### src/rtl/conditional_logic.sv
// ARM condition-check unit: holds N,Z,C,V and gates the decoder's PC, register
// and memory write requests by the instruction's condition field.
module conditional_logic (
  input  logic       clk,
  input  logic       rst_n,
  input  logic [3:0] cond,
  input  logic [3:0] alu_flags,
  input  logic [1:0] flag_w,
  input  logic       pcs,
  input  logic       reg_w,
  input  logic       mem_w,
  input  logic       no_write,
  output logic       pc_src,
  output logic       reg_write,
  output logic       mem_write,
  output logic [3:0] flags,
  output logic       cond_ex
);

  logic [1:0] nz_q;
  logic [1:0] cv_q;
  logic       n_f, z_f, c_f, v_f;
  logic       cond_pass;
  logic       nz_we;
  logic       cv_we;

  assign flags = {nz_q, cv_q};
  assign {n_f, z_f, c_f, v_f} = flags;

  // Evaluated against stored flags only, so an instruction that writes flags
  // sees the values left by its predecessor.
  always_comb begin
    cond_pass = 1'b0;
    case (cond)
      4'b0000: cond_pass = z_f;
      4'b0001: cond_pass = ~z_f;
      4'b0010: cond_pass = c_f;
      4'b0011: cond_pass = ~c_f;
      4'b0100: cond_pass = n_f;
      4'b0101: cond_pass = ~n_f;
      4'b0110: cond_pass = v_f;
      4'b0111: cond_pass = ~v_f;
      4'b1000: cond_pass = ~z_f & c_f;
      4'b1001: cond_pass = z_f | ~c_f;
      4'b1010: cond_pass = (n_f == v_f);
      4'b1011: cond_pass = (n_f != v_f);
      4'b1100: cond_pass = ~z_f & (n_f == v_f);
      4'b1101: cond_pass = z_f | (n_f != v_f);
      4'b1110: cond_pass = 1'b1;
      default: cond_pass = 1'b0;
    endcase
  end

  assign cond_ex   = rst_n & cond_pass;
  assign pc_src    = pcs & cond_ex;
  assign reg_write = reg_w & cond_ex & ~no_write;
  assign mem_write = mem_w & cond_ex;

  assign nz_we = flag_w[1] & cond_ex;
  assign cv_we = flag_w[0] & cond_ex;

  always_ff @(posedge clk or negedge rst_n) begin
    if (!rst_n) begin
      nz_q <= 2'b00;
    end else if (nz_we) begin
      nz_q <= alu_flags[3:2];
    end
  end

  always_ff @(posedge clk or negedge rst_n) begin
    if (!rst_n) begin
      cv_q <= 2'b00;
    end else if (cv_we) begin
      cv_q <= alu_flags[1:0];
    end
  end

endmodule

### config.mk
export PLATFORM = sky130hd
export DESIGN_NAME = conditional_logic
export DESIGN_NICKNAME = d
export VERILOG_FILES = /design/src/rtl/conditional_logic.sv
export SDC_FILE = /design/constraint.sdc
export NUM_CORES = 1
export LEC_CHECK = 0
export ABC_CLOCK_PERIOD_IN_PS = 3220
export CORE_MARGIN = 3
export CORE_UTILIZATION = 25
export DETAILED_ROUTE_END_ITERATION = 8
export GPL_TIMING_DRIVEN = 0
export PLACE_DENSITY_LB_ADDON = 0.15
export SYNTH_ARGS = -nofsm -noshare
export SYNTH_HDL_FRONTEND = slang
export SYNTH_SLANG_ARGS = --single-unit
### constraint.sdc
create_clock -name clk -period 3.22 [get_ports clk]
set_input_delay 0.966 -clock clk [delete_from_list [all_inputs] [get_ports clk]]
set_output_delay 0.966 -clock clk [all_outputs]
set_load 0.1 [all_outputs]
## Word-level counts from Yosys, hierarchy flattened

Index checks and enable logic that the tools add are counted.

| word-level totals | value |
|---|---|
| bits in latches | 0 |
| logic and storage cells | 36 |
| memory bits (writable) | 0 |
| memories kept | 0 |
| register bits | 4 |
| output and inout port bits | 8 |
| ROM bits | 0 |
| input bits | 16 |

| operators by class | value |
|---|---|
| eq/ne operators | 16 |
| $lt $le $gt $ge | 0 |
| shift operators | 0 |
| mux-type cells | 1 |
| reductions and logical operators | 1 |
| div/mod/pow operators | 0 |
| add/subtract/negate cells | 0 |
| multipliers | 0 |
| bitwise logic cells | 16 |

Operators with widths:

| cell | count |
|---|---|
| $eq 4x4->1 const B | 7 |
| $eq 4x3->1 const B | 4 |
| $pmux 1 s15 | 1 |
| $and 1x1->1 | 9 |
| $eq 4x2->1 const B | 2 |
| $not 1->1 | 5 |
| $eq 4x1->1 const B | 1 |
| $logic_not 4->1 | 1 |
| $or 1x1->1 | 2 |
| $eq 1x1->1 | 1 |
| $ne 1x1->1 | 1 |

## Longest topological paths before layout

Gate-level depths: netlist of run 1.

| depth | value |
|---|---|
| word-level depth | 6 |
| depth in mapped cells | 6 |
| depth with buffers taken out | 5 |

## Worst setup path before layout of run 1

No wires, ideal clock.

| timing | value |
|---|---|
| path type | register -> output |
| from | register nz_q[1] |
| to | output port reg_write |
| path slack | -2043 ps |
| required time | 2254 ps |
| stages on the path, launching flop included | 6 |
| buffers on the path | 0 |
| arrival time | 4297 ps |
| cell sequence | dfrtp_1 xnor2_1 o21ai_0 nand4_1 a31oi_1 and3b_1 |

| on the way | value |
|---|---|
| cells in the longest elaborated chain, start to end | 6 |
| elaborated cells on any way between the ends | 9 |
| classes of those cells | 2 x eq/ne; 1 x mux; 6 x bitwise |

Ends and longest elaborated chain:

| what | RTL line | RTL |
|---|---|---|
| start: declaration | 20 | `logic [1:0] nz_q;` |
| start signal: assignment | 66 | `nz_q <= alu_flags[3:2];` |
| $ne 1x1->1 or $eq 1x1->1 (tied branches) | n/a |  |
| $or 1x1->1 or $and 1x1->1 (tied branches) | 48, 47 |  |
| $pmux 1 s15 (*) | 34 | `case (cond)` |
| $and 1x1->1 (*) | 54 | `assign cond_ex = rst_n & cond_pass;` |
| named net cond_ex | 17 | `output logic cond_ex` |
| $and 1x1->1 (*) (2 in series) | 56 | `assign reg_write = reg_w & cond_ex & ~no_write;` |
| end: declaration | 14 | `output logic reg_write,` |

The timed path passes the listed nets; every way through them passes the cells marked *.

## Worst setup path after layout of run 1

| timing | value |
|---|---|
| from | input port cond[1] |
| to | output port reg_write |

| on the way | value |
|---|---|
| cells in the longest elaborated chain, start to end | 5 |
| elaborated cells on any way between the ends | 19 |
| classes of those cells | 14 x eq/ne; 1 x mux; 3 x bitwise; 1 x reduce/logical |

Ends and longest elaborated chain:

| what | RTL line | RTL |
|---|---|---|
| start: declaration | 6 | `input logic [3:0] cond,` |
| $eq 4x4->1 (tied with other cells) | 34 |  |
| $pmux 1 s15 (*) | 34 |  |
| $and 1x1->1 (*) | 54 |  |
| $and 1x1->1 (*) (2 in series) | 56 |  |

Mark *: on every way between the ends. The rest lies on a longest branch, timed or not.

==> qor_table.md, run 1 <==
| Quantity | This run | Unit |
|---|---|---|
| Result of the run | finished, violations left | - |
| Violations in the final reports | negative setup slack | - |
| Number of max-cap violations | 0 | - |
| Hold Crit Class | reg2reg | - |
| I/O pin count | 24 | - |
| Critical Path RT | 2.25 | ns |
| Least-Margin Pin Slew | 0.970 | ns |
| Max incr delay on CP | 0.28 | ns |
| Total number of yosys warnings | 0 | - |
| Placed cell count | 84 | - |
| Reg-to-reg slack, setup | 1.06 | ns |
| Count of nets after finishing | 96 | - |
| GR Util All Layers | 12.7 | % |
| Number of distinct library cells after synthesis | 23 | - |
| Die Span X | 46.4 | um |
| Minimum clock period after layout | 3.30 | ns |
| Number of global-route vias before repair | 469 | - |
| Fraction of final layout cells with drive strength greater than 1 | 38.5 | % |
| Level count of the clock H-tree | 1 | - |
| Drt pass-1 iters | 4 | - |
| Die Height | 46.4 | um |
| Power spent charging and discharging nets | 398 | uW |
| Post-Syn Area per Cell | 8.50 | um^2 |
| Setup repair after global routing missed its margin | true | - |
| Number of pins exceeding their max-slew limit in the final report | 0 | - |
| Port Buf Inserts | 21 | - |
| R2r endpoint | nz_q[0] | - |
| Initial standard-cell utilization of the core | 28.8 | % |
| Post-Route Skew | 0.00236 | ns |
| Critical Path Source Type | primary input | - |
| Maximum number of pins on one net before global-route repair | 10 | - |
| Post-Route Hold Slack | 0.625 | ns |
| Number of hold buffers added after CTS | 0 | - |
| Inserted Diodes | 0 | - |
| Area of the mapped netlist | 408 | um^2 |
| Worst vdd rail ir drop | 0.662 | mV |
| Final sum of negative setup slack | -0.139 | ns |
| Crit-path leading delay family | buffers and inverters | - |
| Total power draw | 693 | uW |
| Critical path capture point type | primary output | - |
| Detailed router's first-iteration violation count | 8 | - |
| Placer congestion estimate | 0.642 | - |
| Total via count in the routed design | 484 | - |
| Number of antenna violations at the first check in global routing | 0 | - |
| Nets in the synthesized netlist | 64 | - |
| Worst Reg-to-Reg Cells | 8 | - |
| Reported leakage power | 0.331 | nW |
| Reg2Reg Launch Point | nz_q[0] | - |
| Sequential fraction of design power | 17.5 | % |
| Sequential fraction of the synthesis area | 24.5 | % |
| Post-route insts no fill | 93 | - |
| Number of remaining DRC errors | 0 | - |
| Placeable Area | 1420 | um^2 |
| Total congestion overflow after global routing | 0 | - |
| Final worst setup slack | -0.0797 | ns |
| Worst rel slew slack | 35.1 | % |
| Sinks on the clock net | 4 | - |
| Critical path fanouts, max | 4 | - |
| Worst Hold Depth | 1 | - |
| Routed wire length | 1310 | um |
| Number of buffer and inverter instances along the worst setup path | 3 | - |
| End-of-flow core utilization | 56.9 | % |
| Data arrival time of the worst path | 2.33 | ns |
| Post-synthesis register bit count | 4 | - |
| Power Density | 862 | nW/um^2 |
| Root Buffer | sky130_fd_sc_hd__clkbuf_4 | - |
| HPWL after detailed placement | 878 | um |
| Final Hold Viols | 0 | - |
| Later-pin clock latency in the skew report | 0.23 | ns |
| CTS Buf Count | 3 | - |
| Critical-path cell list | buf_12 -> mux2_4 -> mux2i_1 -> a222oi_1 -> buf_4 -> a31oi_4 -> and3b_4 -> buf_12 | - |
| Cell occurring most often along the worst timing path | sky130_fd_sc_hd__buf_12 | - |
| Remaining antenna violation count | 0 | - |
| Commonest cells after routing, fill and taps aside | 14 x sky130_fd_sc_hd__clkdlybuf4s50_1, 7 x sky130_fd_sc_hd__buf_4, 6 x sky130_fd_sc_hd__nand2_1 | - |
| Number of instances in the synthesized netlist | 48 | - |
| Int Pwr | 295 | uW |
| Drt via density | 5.20 | - |
| Clock slew at the register clock pins of the worst setup and hold paths | 0.04 | ns |
| Terminating pin of the worst hold path | cv_q[0] | - |
| TritonCTS clock tree | yes | - |
| Start point of the worst hold path | cv_q[0] | - |
| Crit share post-route | 102 | % |
| Worst Setup Path Type | in2out | - |
| Part of the power in the clock network | 9.0 | % |
| Upper clock frequency limit | 303 | MHz |
| Area added between synthesis and finish | 97.2 | % |
| DIE AREA | 2150 | um^2 |
| Number of buffers on the longest clock path | 2 | - |
| Per-cell routed wire length | 14.1 | um |
| Number of failing setup endpoints in the final timing report | 4 | - |
| Global-route wire length before repair | 1950 | um |
| Cell with the biggest individual delay on the critical path | sky130_fd_sc_hd__mux2_4 | - |
| Relative contribution of combinational cells to total power | 73.6 | % |
| Most common library cell in the layout ignoring fill and taps | sky130_fd_sc_hd__clkdlybuf4s50_1 | - |
| Switching share of total power | 57.4 | % |
| Row Count | 13 | - |
registers in the layout (all words and copies together), names as in the netlist:
name  flops
cv_q      2
nz_q      2
stage by stage:
stage,area [um^2],setup WS (ns)
finish,805,-0.0797
global route,805,-0.134
CTS,778,-0.0818
detailed placement,679,-1.52
global placement,679,-1.50
floorplan,450,-0.610
worst max path at each step:
stage / start / end / slack [ns] / cells past startpoint
floorplan: cond[1] / reg_write / -0.61 / 6
finish: cond[1] / reg_write / -0.08 / 8
global route: cond[1] / reg_write / -0.13 / 8
detailed placement: cond[3] / reg_write / -1.52 / 7
global placement: cond[3] / reg_write / -1.50 / 7
CTS: cond[1] / reg_write / -0.08 / 8
routing by layer:
metal	up-vias	part of all wire, %	GRT usage (%)
met5	-	0	0
met1	229	43	15.5
li1	238	-	-
met3	0	5.7	1.56
met2	17	51	20.3
met4	0	0	8.52
cell usage after synthesis:
cell type	instances	area [um^2]
sky130_fd_sc_hd__a211oi_1	1	7.51
sky130_fd_sc_hd__a222oi_1	1	10.0
sky130_fd_sc_hd__a31oi_1	3	18.8
sky130_fd_sc_hd__and2_1	3	18.8
sky130_fd_sc_hd__and3_1	1	6.26
sky130_fd_sc_hd__and3b_1	1	8.76
sky130_fd_sc_hd__buf_2	1	5.00
sky130_fd_sc_hd__buf_6	2	22.5
sky130_fd_sc_hd__dfrtp_1	4	100
sky130_fd_sc_hd__inv_1	1	3.75
sky130_fd_sc_hd__mux2_2	4	45.0
sky130_fd_sc_hd__mux2_4	1	15.0
sky130_fd_sc_hd__mux2i_1	3	30.0
sky130_fd_sc_hd__nand2_1	6	22.5
sky130_fd_sc_hd__nand2b_1	2	12.5
sky130_fd_sc_hd__nand3_1	3	15.0
sky130_fd_sc_hd__nand4_1	2	12.5
sky130_fd_sc_hd__nor2_1	3	11.3
sky130_fd_sc_hd__o21ai_0	2	10.0
sky130_fd_sc_hd__o311ai_1	1	8.76
sky130_fd_sc_hd__o32ai_1	1	8.76
sky130_fd_sc_hd__or3_1	1	6.26
sky130_fd_sc_hd__xnor2_1	1	8.76
timing repair:
| action | 4_1_cts | 5_1_grt |
|---|---|---|
| setup buffers | 3 | 2 |
| pin swaps | 6 | 1 |
| setup endpoints to repair | 4 | 4 |
| hold endpoints to repair | 0 | 0 |
| gates resized for setup | 50 | 2 |
| cloned | 1 | 0 |
final cells by class:
class                   instances  area, um^2
plain buffers                   3        42.5
clock buffers                   3        22.5
fillers                       132         611
inverters                       1        3.75
multi-input cells              40         339
flip-flops and latches          4         100
well taps                      15        18.8
repair buffers                 27         278
power groups by stage:
stage	combinational [mW]	clock, mW	sequential, mW
floorplan	0.178	0	0.298
global placement	0.461	0	0.123
detailed placement	0.462	0	0.121
CTS	0.505	0.0666	0.123
global route	0.532	0.0681	0.128
finish	0.510	0.0622	0.121
logic make-up (layout without fill, tap and decap cells):
kind of cell,Yosys count,count (layout),share of synthesized area [%]
xor gates and xnor gates,1,1,2.15
DFF,4,4,24.5
muxes,8,8,22.1
buffers and inverters,4,34,7.67
and+or+nand+nor,22,22,27.9
AOI/OAI and AO/OA,9,9,15.6
Note: power is estimated with default switching activity, not from simulation.
==> inputs of run 2 (changes only) <==
Settings changed: CAP_MARGIN from default to 15.
==> results of run 2 <==
The final DEF is identical to that of run 1; final timing and power are the same.
